[src/rtl/learn_costs_param_pkg.sv]
// Shared FSM encoding and neighbour-table entry layout for learn_costs_param.
package learn_costs_param_pkg;

    typedef enum logic [2:0] {
        S_IDLE,
        S_RD_COUNT,
        S_SCAN,
        S_DECIDE,
        S_UPDATE,
        S_APPEND,
        S_EVICT,
        S_DONE
    } state_t;

    // Word offsets inside one table entry
    localparam logic [1:0] OFF_ID   = 2'd0;
    localparam logic [1:0] OFF_BAT  = 2'd1;
    localparam logic [1:0] OFF_COST = 2'd2;
    localparam logic [1:0] OFF_CLU  = 2'd3;
    localparam int         ENTRY_WORDS = 4;

endpackage

[src/rtl/cost_update.sv]
// Moves a stored cost toward a new sample by a power-of-two fraction of their gap.
module cost_update #(
    parameter int WORD_WIDTH  = 16,
    parameter int ALPHA_SHIFT = 1
) (
    input  logic [WORD_WIDTH-1:0] old_cost,
    input  logic [WORD_WIDTH-1:0] sample,
    output logic [WORD_WIDTH-1:0] new_cost
);

    // Working on the magnitude of the gap keeps the result between old_cost and sample.
    always_comb begin
        if (sample >= old_cost) begin
            new_cost = old_cost + ((sample - old_cost) >> ALPHA_SHIFT);
        end else begin
            new_cost = old_cost - ((old_cost - sample) >> ALPHA_SHIFT);
        end
    end

endmodule

[src/rtl/learn_costs_param.sv]
// Neighbour-table learner: scans a memory-resident table, then updates, appends or evicts one entry.
module learn_costs_param
    import learn_costs_param_pkg::*;
#(
    parameter int WORD_WIDTH    = 16,
    parameter int ADDR_WIDTH    = 16,
    parameter int MAX_NEIGHBORS = 8,
    parameter int BASE_ADDR     = 0,
    parameter int ALPHA_SHIFT   = 1
) (
    input  logic                  clock,
    input  logic                  rst,
    input  logic                  en,
    input  logic [WORD_WIDTH-1:0] fsourceID,
    input  logic [WORD_WIDTH-1:0] fbatteryStat,
    input  logic [WORD_WIDTH-1:0] fValue,
    input  logic [WORD_WIDTH-1:0] fclusterID,
    input  logic [WORD_WIDTH-1:0] initial_epsilon,
    output logic [ADDR_WIDTH-1:0] address,
    output logic                  wr_en,
    input  logic [WORD_WIDTH-1:0] data_in,
    output logic [WORD_WIDTH-1:0] data_out,
    output logic                  done,
    output logic                  busy,
    output logic                  evicted,
    output logic [WORD_WIDTH-1:0] neighbor_count,
    output logic [WORD_WIDTH-1:0] best_id,
    output logic [WORD_WIDTH-1:0] best_cost,
    output logic [WORD_WIDTH-1:0] epsilon
);

    localparam int CW = $clog2(MAX_NEIGHBORS + 1);
    localparam int IW = (MAX_NEIGHBORS > 1) ? $clog2(MAX_NEIGHBORS) : 1;
    localparam logic [CW-1:0] MAX_CNT = CW'(MAX_NEIGHBORS);

    state_t                state, state_next;
    logic                  phase;  // 0: address on the bus, 1: data_in captured
    logic [1:0]            field;
    logic [IW-1:0]         idx, target, bat_idx, match_idx;
    logic [CW-1:0]         count, n_final, cnt_in;
    logic [2:0]            wstep;
    logic                  match_found, cur_match, is_evict, last_entry, last_write;
    logic [WORD_WIDTH-1:0] f_id, f_bat, f_val, f_clu, f_eps;
    logic [WORD_WIDTH-1:0] min_bat, old_cost, new_cost, wr_word;
    logic [WORD_WIDTH-1:0] best_id_c, best_cost_c;
    logic [1:0]            wr_off;
    logic [WORD_WIDTH-1:0] id_tab   [MAX_NEIGHBORS];
    logic [WORD_WIDTH-1:0] cost_tab [MAX_NEIGHBORS];

    cost_update #(.WORD_WIDTH(WORD_WIDTH), .ALPHA_SHIFT(ALPHA_SHIFT)) u_cost (
        .old_cost(old_cost),
        .sample  (f_val),
        .new_cost(new_cost)
    );

    function automatic logic [ADDR_WIDTH-1:0] entry_addr(input logic [IW-1:0] e, input logic [1:0] off);
        return ADDR_WIDTH'(BASE_ADDR + 1) + ADDR_WIDTH'(e) * ADDR_WIDTH'(ENTRY_WORDS) + ADDR_WIDTH'(off);
    endfunction

    assign cnt_in     = (data_in > WORD_WIDTH'(MAX_NEIGHBORS)) ? MAX_CNT : CW'(data_in);
    assign last_entry = (CW'(idx) + CW'(1) == count);

    always_ff @(posedge clock) begin
        if (rst) state <= S_IDLE;
        else     state <= state_next;
    end

    always_comb begin
        state_next = state;
        case (state)
            S_IDLE:     if (en) state_next = S_RD_COUNT;
            S_RD_COUNT: if (phase) state_next = (cnt_in == '0) ? S_DECIDE : S_SCAN;
            S_SCAN:     if (phase && field == 2'd2 && last_entry) state_next = S_DECIDE;
            S_DECIDE: begin
                if (match_found)           state_next = S_UPDATE;
                else if (count == MAX_CNT) state_next = S_EVICT;
                else                       state_next = S_APPEND;
            end
            S_UPDATE, S_APPEND, S_EVICT: if (last_write) state_next = S_DONE;
            default:    state_next = S_IDLE;
        endcase
    end

    always_comb begin
        case (state)
            S_UPDATE: last_write = (wstep == 3'd2);
            S_APPEND: last_write = (wstep == 3'd4);
            S_EVICT:  last_write = (wstep == 3'd3);
            default:  last_write = 1'b0;
        endcase
    end

    // An update skips the id word, so its write steps start at the battery offset.
    always_comb begin
        wr_off = (state == S_UPDATE) ? wstep[1:0] + 2'd1 : wstep[1:0];
        case (wr_off)
            OFF_ID:   wr_word = f_id;
            OFF_BAT:  wr_word = f_bat;
            OFF_COST: wr_word = (state == S_UPDATE) ? new_cost : f_val;
            default:  wr_word = f_clu;
        endcase
    end

    always_comb begin
        address  = '0;
        wr_en    = 1'b0;
        data_out = '0;
        if (!rst) begin
            case (state)
                S_RD_COUNT: address = ADDR_WIDTH'(BASE_ADDR);
                S_SCAN:     address = entry_addr(idx, field);
                S_UPDATE, S_APPEND, S_EVICT: begin
                    wr_en = 1'b1;
                    if (state == S_APPEND && wstep == 3'd4) begin
                        address  = ADDR_WIDTH'(BASE_ADDR);
                        data_out = WORD_WIDTH'(n_final);
                    end else begin
                        address  = entry_addr(target, wr_off);
                        data_out = wr_word;
                    end
                end
                default: ;
            endcase
        end
    end

    assign done    = !rst && (state == S_DONE);
    assign busy    = !rst && (state != S_IDLE);
    assign evicted = done && is_evict;

    // Shadow tables already hold the final contents, so the minimum includes the written entry.
    always_comb begin
        best_id_c   = '0;
        best_cost_c = '0;
        for (int i = 0; i < MAX_NEIGHBORS; i++) begin
            if (CW'(i) < n_final && (i == 0 || cost_tab[i] < best_cost_c)) begin
                best_id_c   = id_tab[i];
                best_cost_c = cost_tab[i];
            end
        end
    end

    always_ff @(posedge clock) begin
        if (rst) begin
            phase <= 1'b0;  field <= '0;  idx <= '0;  target <= '0;  bat_idx <= '0;
            match_idx <= '0;  count <= '0;  n_final <= '0;  wstep <= '0;
            match_found <= 1'b0;  cur_match <= 1'b0;  is_evict <= 1'b0;
            f_id <= '0;  f_bat <= '0;  f_val <= '0;  f_clu <= '0;  f_eps <= '0;
            min_bat <= '0;  old_cost <= '0;
            neighbor_count <= '0;  best_id <= '0;  best_cost <= '0;  epsilon <= '0;
        end else begin
            case (state)
                S_IDLE: if (en) begin
                    f_id <= fsourceID;  f_bat <= fbatteryStat;  f_val <= fValue;
                    f_clu <= fclusterID;  f_eps <= initial_epsilon;
                    phase <= 1'b0;  field <= '0;  idx <= '0;  wstep <= '0;
                    match_found <= 1'b0;  cur_match <= 1'b0;
                end
                S_RD_COUNT: begin
                    phase <= ~phase;
                    if (phase) count <= cnt_in;
                end
                S_SCAN: begin
                    phase <= ~phase;
                    if (phase) begin
                        case (field)
                            2'd0: begin
                                id_tab[idx] <= data_in;
                                cur_match   <= (data_in == f_id) && !match_found;
                                if (data_in == f_id && !match_found) begin
                                    match_found <= 1'b1;
                                    match_idx   <= idx;
                                end
                            end
                            2'd1: if (idx == '0 || data_in < min_bat) begin
                                min_bat <= data_in;
                                bat_idx <= idx;
                            end
                            default: begin
                                cost_tab[idx] <= data_in;
                                if (cur_match) old_cost <= data_in;
                            end
                        endcase
                        if (field == 2'd2) begin
                            field <= '0;
                            idx   <= idx + IW'(1);
                        end else begin
                            field <= field + 2'd1;
                        end
                    end
                end
                S_DECIDE: begin
                    wstep    <= '0;
                    is_evict <= 1'b0;
                    if (match_found) begin
                        target              <= match_idx;
                        n_final             <= count;
                        cost_tab[match_idx] <= new_cost;
                        epsilon             <= (epsilon == '0) ? '0 : epsilon - WORD_WIDTH'(1);
                    end else if (count == MAX_CNT) begin
                        target            <= bat_idx;
                        n_final           <= count;
                        is_evict          <= 1'b1;
                        id_tab[bat_idx]   <= f_id;
                        cost_tab[bat_idx] <= f_val;
                        epsilon           <= f_eps;
                    end else begin
                        target                <= IW'(count);
                        n_final               <= count + CW'(1);
                        id_tab[IW'(count)]    <= f_id;
                        cost_tab[IW'(count)]  <= f_val;
                        epsilon               <= f_eps;
                    end
                end
                S_UPDATE, S_APPEND, S_EVICT: begin
                    wstep <= wstep + 3'd1;
                    if (last_write) begin
                        neighbor_count <= WORD_WIDTH'(n_final);
                        best_id        <= best_id_c;
                        best_cost      <= best_cost_c;
                    end
                end
                default: ;
            endcase
        end
    end

endmodule

[config.mk]
export PLATFORM = sky130hd
export DESIGN_NAME = learn_costs_param
export DESIGN_NICKNAME = d
export VERILOG_FILES = /design/src/rtl/learn_costs_param_pkg.sv /design/src/rtl/cost_update.sv /design/src/rtl/learn_costs_param.sv
export SDC_FILE = /design/constraint.sdc
export NUM_CORES = 1
export LEC_CHECK = 0
export ABC_AREA = 1
export BUFFER_PORTS_ARGS = -buffer_cell sky130_fd_sc_hd__buf_2
export CAP_MARGIN = 0
export CORE_MARGIN = 10
export CORE_UTILIZATION = 60
export DETAILED_ROUTE_END_ITERATION = 10
export PLACE_DENSITY = 0.8
export SLEW_MARGIN = 20
export SYNTH_ARGS = -nofsm -noshare
export SYNTH_HDL_FRONTEND = slang
export SYNTH_SLANG_ARGS = --single-unit
[constraint.sdc]
create_clock -name clock -period 32.4 [get_ports clock]
set_input_delay 4.86 -clock clock [delete_from_list [all_inputs] [get_ports clock]]
set_output_delay 4.86 -clock clock [all_outputs]
set_load 0.01 [all_outputs]
==> impl_metrics.ini, run 1 <==
[power]
power_density_nw_per_um2 = 76.0
peakVddDrop_uv = 53.0
p_leak_nw = 12.0
total_power_w = 0.00211

[placement]
gp_congestion = 0.954
dpl_cell_area_um2 = 26100
hpwl_um = 53500
io_buffers = 176
dpl.cell_count = 3547

[floorplanning]
die_y_um = 224
coreArea_um2 = 41000
die_w_um = 224
ioPinCount = 199
rows = 74
start_util = 0.608
dieArea_um2 = 50100

[clock_network]
cts-root-buf = clkbuf_16
clk_pin_slew_ns = 0.06
clk_latency_ns = 0.60
post_cts_buffers = 0
cts_resized = 0
numCtsBuffers = 48
cts_tree = yes
clk_path_buf_depth = 3
hold_buffers = 0
cts-htree-levels = 2
cts_sinks = 452

[timing]
finalHoldViolCount = 0
slew_violations = 0
rsz0062_at_grt = false
fmax_mhz = 58.7
finalCriticalPeriod_ns = 17.02
finalSetupViolCount = 0
fin_skew_ns = 0.0237
relSlewSlack = 0.235
period_share = 0.525
worst_pin_slew_ns = 1.14
tns_ns = 0

[finish]
fill_cells = 3215
fin_area_um2 = 27800
drive_above_1_share = 0.104
fin_cells = 3642
nets = 3342
areaGrowthSynthToFinish_pct = 11.5

[setup_path]
slowest_stage = nor4_1
cpMostUsedCell = a21oi_1
crit_required_ns = 32.93
reg2reg_slack_ns = 15.38
arrival_ns = 17.55
slowest_delay_ns = 0.86
crit_fanout = 63
r2r_start = n_final[1]$_SDFFE_PP0N_
timing.rr.end = best_id[1]$_SDFFE_PP0P_
timing_worst_setup_path_type = reg2reg
endpoint_kind = flop
worstRegToRegCells = 56
startpoint_type = flop

[synthesis]
ys_warn_count = 0
ys_ff_latch = 452
ys_types = 57
syn-instance-count = 2948
avgSynthCellArea_um2 = 8.46
synthArstFlopShare = 0
synth_enable_flop_cells = 256
seq_area_frac_synth = 0.465
ys.flop_type = edfxtp_1
syn-cell-area_um2 = 24900

[drt]
routed_wl_um = 70700
wl_per_cell_um = 19.4
drtIter0Drc = 1948
vias_per_cell = 5.92
dr_total_vias = 21600
drt-pass1-iter-count = 8
drc = 0
ant_nets = 0

[grt]
grt.overflow.total = 0
grt_pass1_vias = 21300
grtUsageTotal = 0.275
antenna_found_initial = 6
grt_pass1_wl_um = 112000
grt_max_degree = 124

[worst_hold_path]
holdPathEnd = f_clu[6]$_SDFFE_PP0P_
hold_path_class = reg2reg
holdPathStages = 2
min_from = f_clu[6]$_SDFFE_PP0P_

[run]
cap_violations = 0

[run_status]
status = complete, no violations
## routing by layer
layer,vias to the layer above,track usage,wire (um)
met5,-,0,25
li1,10400,-,-
met2,934,0.455,32900
met3,186,0.0608,5920
met1,10100,0.348,29400
met4,4,0.0981,2490
## logic make-up after synthesis
logic type / synth area share
simple gates: 0.167
compound gates: 0.179
flops: 0.465
buf+inv: 0.0695
fa+ha+maj: 0.0902
xor+xnor: 0.0274
mux: 0.00160
other cells: 0.000150
## worst max path at each step
stage | start | endpoint
after floorplan | n_final[1]$_SDFFE_PP0N_ | best_cost[0]$_SDFFE_PP0P_
after global placement | n_final[1]$_SDFFE_PP0N_ | best_cost[7]$_SDFFE_PP0P_
after detailed placement | n_final[1]$_SDFFE_PP0N_ | best_cost[1]$_SDFFE_PP0P_
after CTS | n_final[1]$_SDFFE_PP0N_ | best_id[1]$_SDFFE_PP0P_
after global routing | n_final[1]$_SDFFE_PP0N_ | best_cost[5]$_SDFFE_PP0P_
final | n_final[1]$_SDFFE_PP0N_ | best_id[1]$_SDFFE_PP0P_
## synth_stat cells, types with 4 or more instances
cell,n,share of area
mux2i_1,4,0.0016
a211oi_1,19,0.0057
buf_2,9,0.0018
a21o_1,9,0.0027
nand3_1,174,0.035
o211ai_1,19,0.0057
o21bai_1,6,0.0018
a221oi_1,36,0.013
a21oi_1,301,0.060
clkinv_1,4,0.00060
a21boi_0,4,0.0012
dfxtp_1,196,0.16
nand2_2,10,0.0025
xor2_1,54,0.019
nand2_4,4,0.0018
nor4_1,7,0.0018
o21ai_0,372,0.075
clkbuf_1,126,0.019
nor2_1,140,0.021
nand2_1,594,0.089
o22ai_1,13,0.0033
buf_1,8,0.0012
edfxtp_1,256,0.31
a31oi_1,6,0.0015
nand4_1,19,0.0048
a2111oi_0,4,0.0014
o221ai_1,4,0.0014
nor3_1,22,0.0044
or2_2,6,0.0015
buf_4,23,0.0069
xnor2_1,24,0.0084
inv_1,256,0.039
nand3b_1,6,0.0018
ha_1,175,0.088
## flip-flops by register name, summed over array words and instances (netlist names), 4 cells and up
signal          flops
cost_tab          128
id_tab            128
best_cost          16
best_id            16
epsilon            16
f_bat              16
f_clu              16
f_eps              16
f_id               16
f_val              16
min_bat            16
old_cost           16
count               4
n_final             4
neighbor_count      4
## through the flow
stage | utilization | setup slack, ns | hold slack [ns]
final | 0.678 | 15.38 | 0.458
after global routing | 0.678 | 13.45 | 0.467
after CTS | 0.677 | 15.50 | 0.451
after detailed placement | 0.637 | 15.67 | 0.443
after global placement | 0.637 | 16.70 | 0.438
after floorplan | - | 19.91 | 0.425
## power breakdown
group	switching, W	internal, W
combinational	0.000559	0.000294
sequential	0.0000341	0.000656
clock	0.000236	0.000336
## cells in the final DEF, fill, tap and decap left out, types with 6 or more instances in the layout
cell type,n
nor2_1,135
clkbuf_8,6
clkinv_2,8
buf_4,39
o22ai_1,13
a21oi_1,301
edfxtp_1,256
a21o_1,9
o21bai_1,6
nand3b_1,6
inv_1,254
nand2_1,592
nor2_2,6
a211oi_1,19
ha_1,175
o21ai_1,9
or2_2,6
o211ai_1,19
xnor2_1,24
nor3_1,21
buf_2,175
nand3_1,174
clkinv_1,15
clkbuf_16,50
dfxtp_1,196
a221oi_1,36
a31oi_1,6
nand2_2,11
xor2_1,54
nand4_1,19
conb_1,22
nor4_1,7
o21ai_0,365
clkbuf_1,6
## area by class of cell
class	count	area [um2]	share of cell area
timing repair buffer	215	1180	0.0424
antenna	5	12.5	0.000450
clock inverter	28	293	0.0105
clock buffer	62	1360	0.0488
tap	532	666	0.0239
multi-input combinational	2087	11700	0.421
sequential	452	11600	0.417
inverter	261	980	0.0352
## worst max-delay path: cells and delay by family (launching register included)
kind            cells  cell delay, ns
flops               1            0.58
fa+ha+maj           7            2.19
compound gates     23            5.85
simple gates       26            8.27
Note: power is estimated with default switching activity, not from simulation.
==> run 2: changes to the inputs <==
Settings changed: CORE_UTILIZATION 60 to 55, PLACE_DENSITY 0.8 to 0.77.
Clock period 32.4 ns to 14.3 ns, I/O delays scaled along.
==> run 2 against run 1 <==
  * Final cell count increased by 1.7%
  * Die area increased by 8.3%
  * Setup slack got worse by 14 ns
  * Count of clock-buffer cells in the layout decreased by 1
  * Register-to-register slack got worse by 14 ns
  * Non-clock buffer count increased by 2
  * Combinational power increased by 130%
  * Utilization decreased by 5.0 points
  * Power increased by 130%
  * Sequential power increased by 130%
  * Clock power increased by 120%
  * Maximum frequency increased by 29%
  * Largest cell class unchanged
==> impl_metrics.ini, run 2 (synthesized netlist as in run 1, its figures left out) <==
[placement]
pre_cts_slack_ns = -0.909
hpwl_um = 53900
dpl.cell_count = 3608
gp_congestion = 0.929
io_buffers = 176

[finish]
final_cell_mix = nand2_1 (593), o21ai_0 (352), a21oi_1 (301)
fin_cells = 3704
areaGrowthSynthToFinish_pct = 12.1
nets = 3345
final_common_cell = nand2_1
post-route-util = 0.629
drive_above_1_share = 0.107
reg_top3 = cost_tab x128, id_tab x128

[power]
power_frac_comb = 0.407
power_density_nw_per_um2 = 171
p_leak_nw = 12.0
internal-power_w = 0.00289
p_sw_frac = 0.394
p_clk_frac = 0.266
peakVddDrop_uv = 137
p_switching_w = 0.00188
pwr-share-seq = 0.327
total_power_w = 0.00477

[drt]
wl_per_cell_um = 19.3
routed_wl_um = 71500
vias_per_cell = 5.86
drtIter0Drc = 1922
dr_total_vias = 21700
drt-pass1-iter-count = 6
drc = 0
ant_nets = 0

[setup_path]
endpoint_kind = flop
slowest_stage = dfxtp_1
slowest_delay_ns = 0.56
crit_required_ns = 14.75
worstRegToRegCells = 56
arrival_ns = 13.68
startpoint_type = flop
reg2reg_slack_ns = 1.07
r2r_start = n_final[3]$_SDFFE_PP0N_
timing.rr.end = best_id[14]$_SDFFE_PP0P_
timing_worst_setup_path_type = reg2reg
crit_fanout = 62

[worst_hold_path]
holdPathEnd = f_bat[3]$_SDFFE_PP0P_
min_from = f_bat[3]$_SDFFE_PP0P_
hold_path_class = reg2reg
holdPathStages = 2

[timing]
timing.final.ws_setup_ns = 1.07
finalCriticalPeriod_ns = 13.23
slew_violations = 0
fmax_mhz = 75.6
relSlewSlack = 0.280
worst_pin_slew_ns = 1.07
period_share = 0.925
finalHoldViolCount = 0
fin_skew_ns = 0.0159
finalSetupViolCount = 0

[clock_network]
cts-root-buf = clkbuf_16
clk_path_buf_depth = 3
cts_tree = yes
hold_buffers = 0
cts_sinks = 452
clk_pin_slew_ns = 0.06
clk_latency_ns = 0.60
numCtsBuffers = 48
cts-htree-levels = 2

[run_status]
status = complete, no violations

[floorplanning]
die_w_um = 233
rows = 77
die_y_um = 233
start_util = 0.561
dieArea_um2 = 54300
coreArea_um2 = 44500
ioPinCount = 199

[run]
cap_violations = 0

[grt]
grt_pass1_wl_um = 113000
grt_max_degree = 88
grt_pass1_vias = 21200
antenna_found_initial = 8
grt.overflow.total = 0
grtUsageTotal = 0.258
## run 2: cell count changes in the layout (fill, tap and decap cells not counted), moves of 2 or more
| cell | before | now |
|---|---|---|
| nand2_2 | 11 | 5 |
| clkinv_1 | 15 | 11 |
| clkinv_2 | 8 | 11 |
| nand2_8 | 0 | 3 |
| o21ai_0 | 365 | 352 |
| clkinv_4 | 0 | 2 |
| nand2_4 | 5 | 8 |
| o21ai_1 | 9 | 22 |
## run 2: worst max-delay path, delay by kind of cell (launching register included)
family / cells / cell delay [ns]
simple gates: 32 / 6.54
compound gates: 15 / 3.12
fa+ha+maj: 7 / 2.34
flops: 1 / 0.56
buf+inv: 2 / 0.45
## run 2: through the flow
stage               setup TNS, ns  hold slack (ns)  instance area, um2
finish                          0            0.456               28000
global route              -0.0173            0.468               28000
CTS                             0            0.453               27900
detailed placement         -28.20            0.445               26200
global placement            -2.89            0.440               26200
floorplan                       0            0.425               25000
## run 2: area by class of cell
type                       instances  area (um2)
fill                            3733       16500
multi-input combinational       2088       11800
sequential                       452       11600
clock buffer                      61        1330
timing repair buffer             217        1200
inverter                         261         980
tap                              592         741
clock inverter                    29         283
antenna                            4        10.0
## run 2: power groups by stage
| stage | sequential (W) | clock, W | combinational [W] |
|---|---|---|---|
| floorplan | 0.00156 | 0 | 0.00141 |
| finish | 0.00156 | 0.00127 | 0.00194 |
| CTS | 0.00156 | 0.00128 | 0.00191 |
| global placement | 0.00158 | 0 | 0.00183 |
| global route | 0.00157 | 0.00134 | 0.00220 |
| detailed placement | 0.00159 | 0 | 0.00189 |
## run 2: routing by layer
metal	vias to the layer above	part of all wire	GRT usage
met3	150	0.081	0.0481
met5	-	0.00080	0
met4	8	0.030	0.0885
met2	922	0.47	0.429
li1	10400	-	-
met1	10200	0.42	0.331
## run 2: how the worst max path moves through the flow
| stage | slack [ns] | to | startpoint | cells after the start |
|---|---|---|---|---|
| floorplan | 1.81 | best_cost[0]$_SDFFE_PP0P_ | n_final[1]$_SDFFE_PP0N_ | 71 |
| global placement | -0.11 | best_cost[7]$_SDFFE_PP0P_ | n_final[2]$_SDFFE_PP0N_ | 59 |
| detailed placement | -0.91 | best_id[8]$_SDFFE_PP0P_ | n_final[2]$_SDFFE_PP0N_ | 56 |
| CTS | 0.09 | best_id[14]$_SDFFE_PP0P_ | n_final[2]$_SDFFE_PP0N_ | 57 |
| global route | -0.01 | best_id[14]$_SDFFE_PP0P_ | n_final[3]$_SDFFE_PP0N_ | 63 |
| finish | 1.07 | best_id[14]$_SDFFE_PP0P_ | n_final[3]$_SDFFE_PP0N_ | 56 |
## run 2: timing repair
| item | 4_1_cts | 5_1_grt |
|---|---|---|
| setup buffers | 0 | 0 |
| pin swaps | 1 | 1 |
| gates resized for setup | 7 | 18 |
| gates cloned | 1 | 0 |
| endpoints found under the setup margin | 32 | 32 |
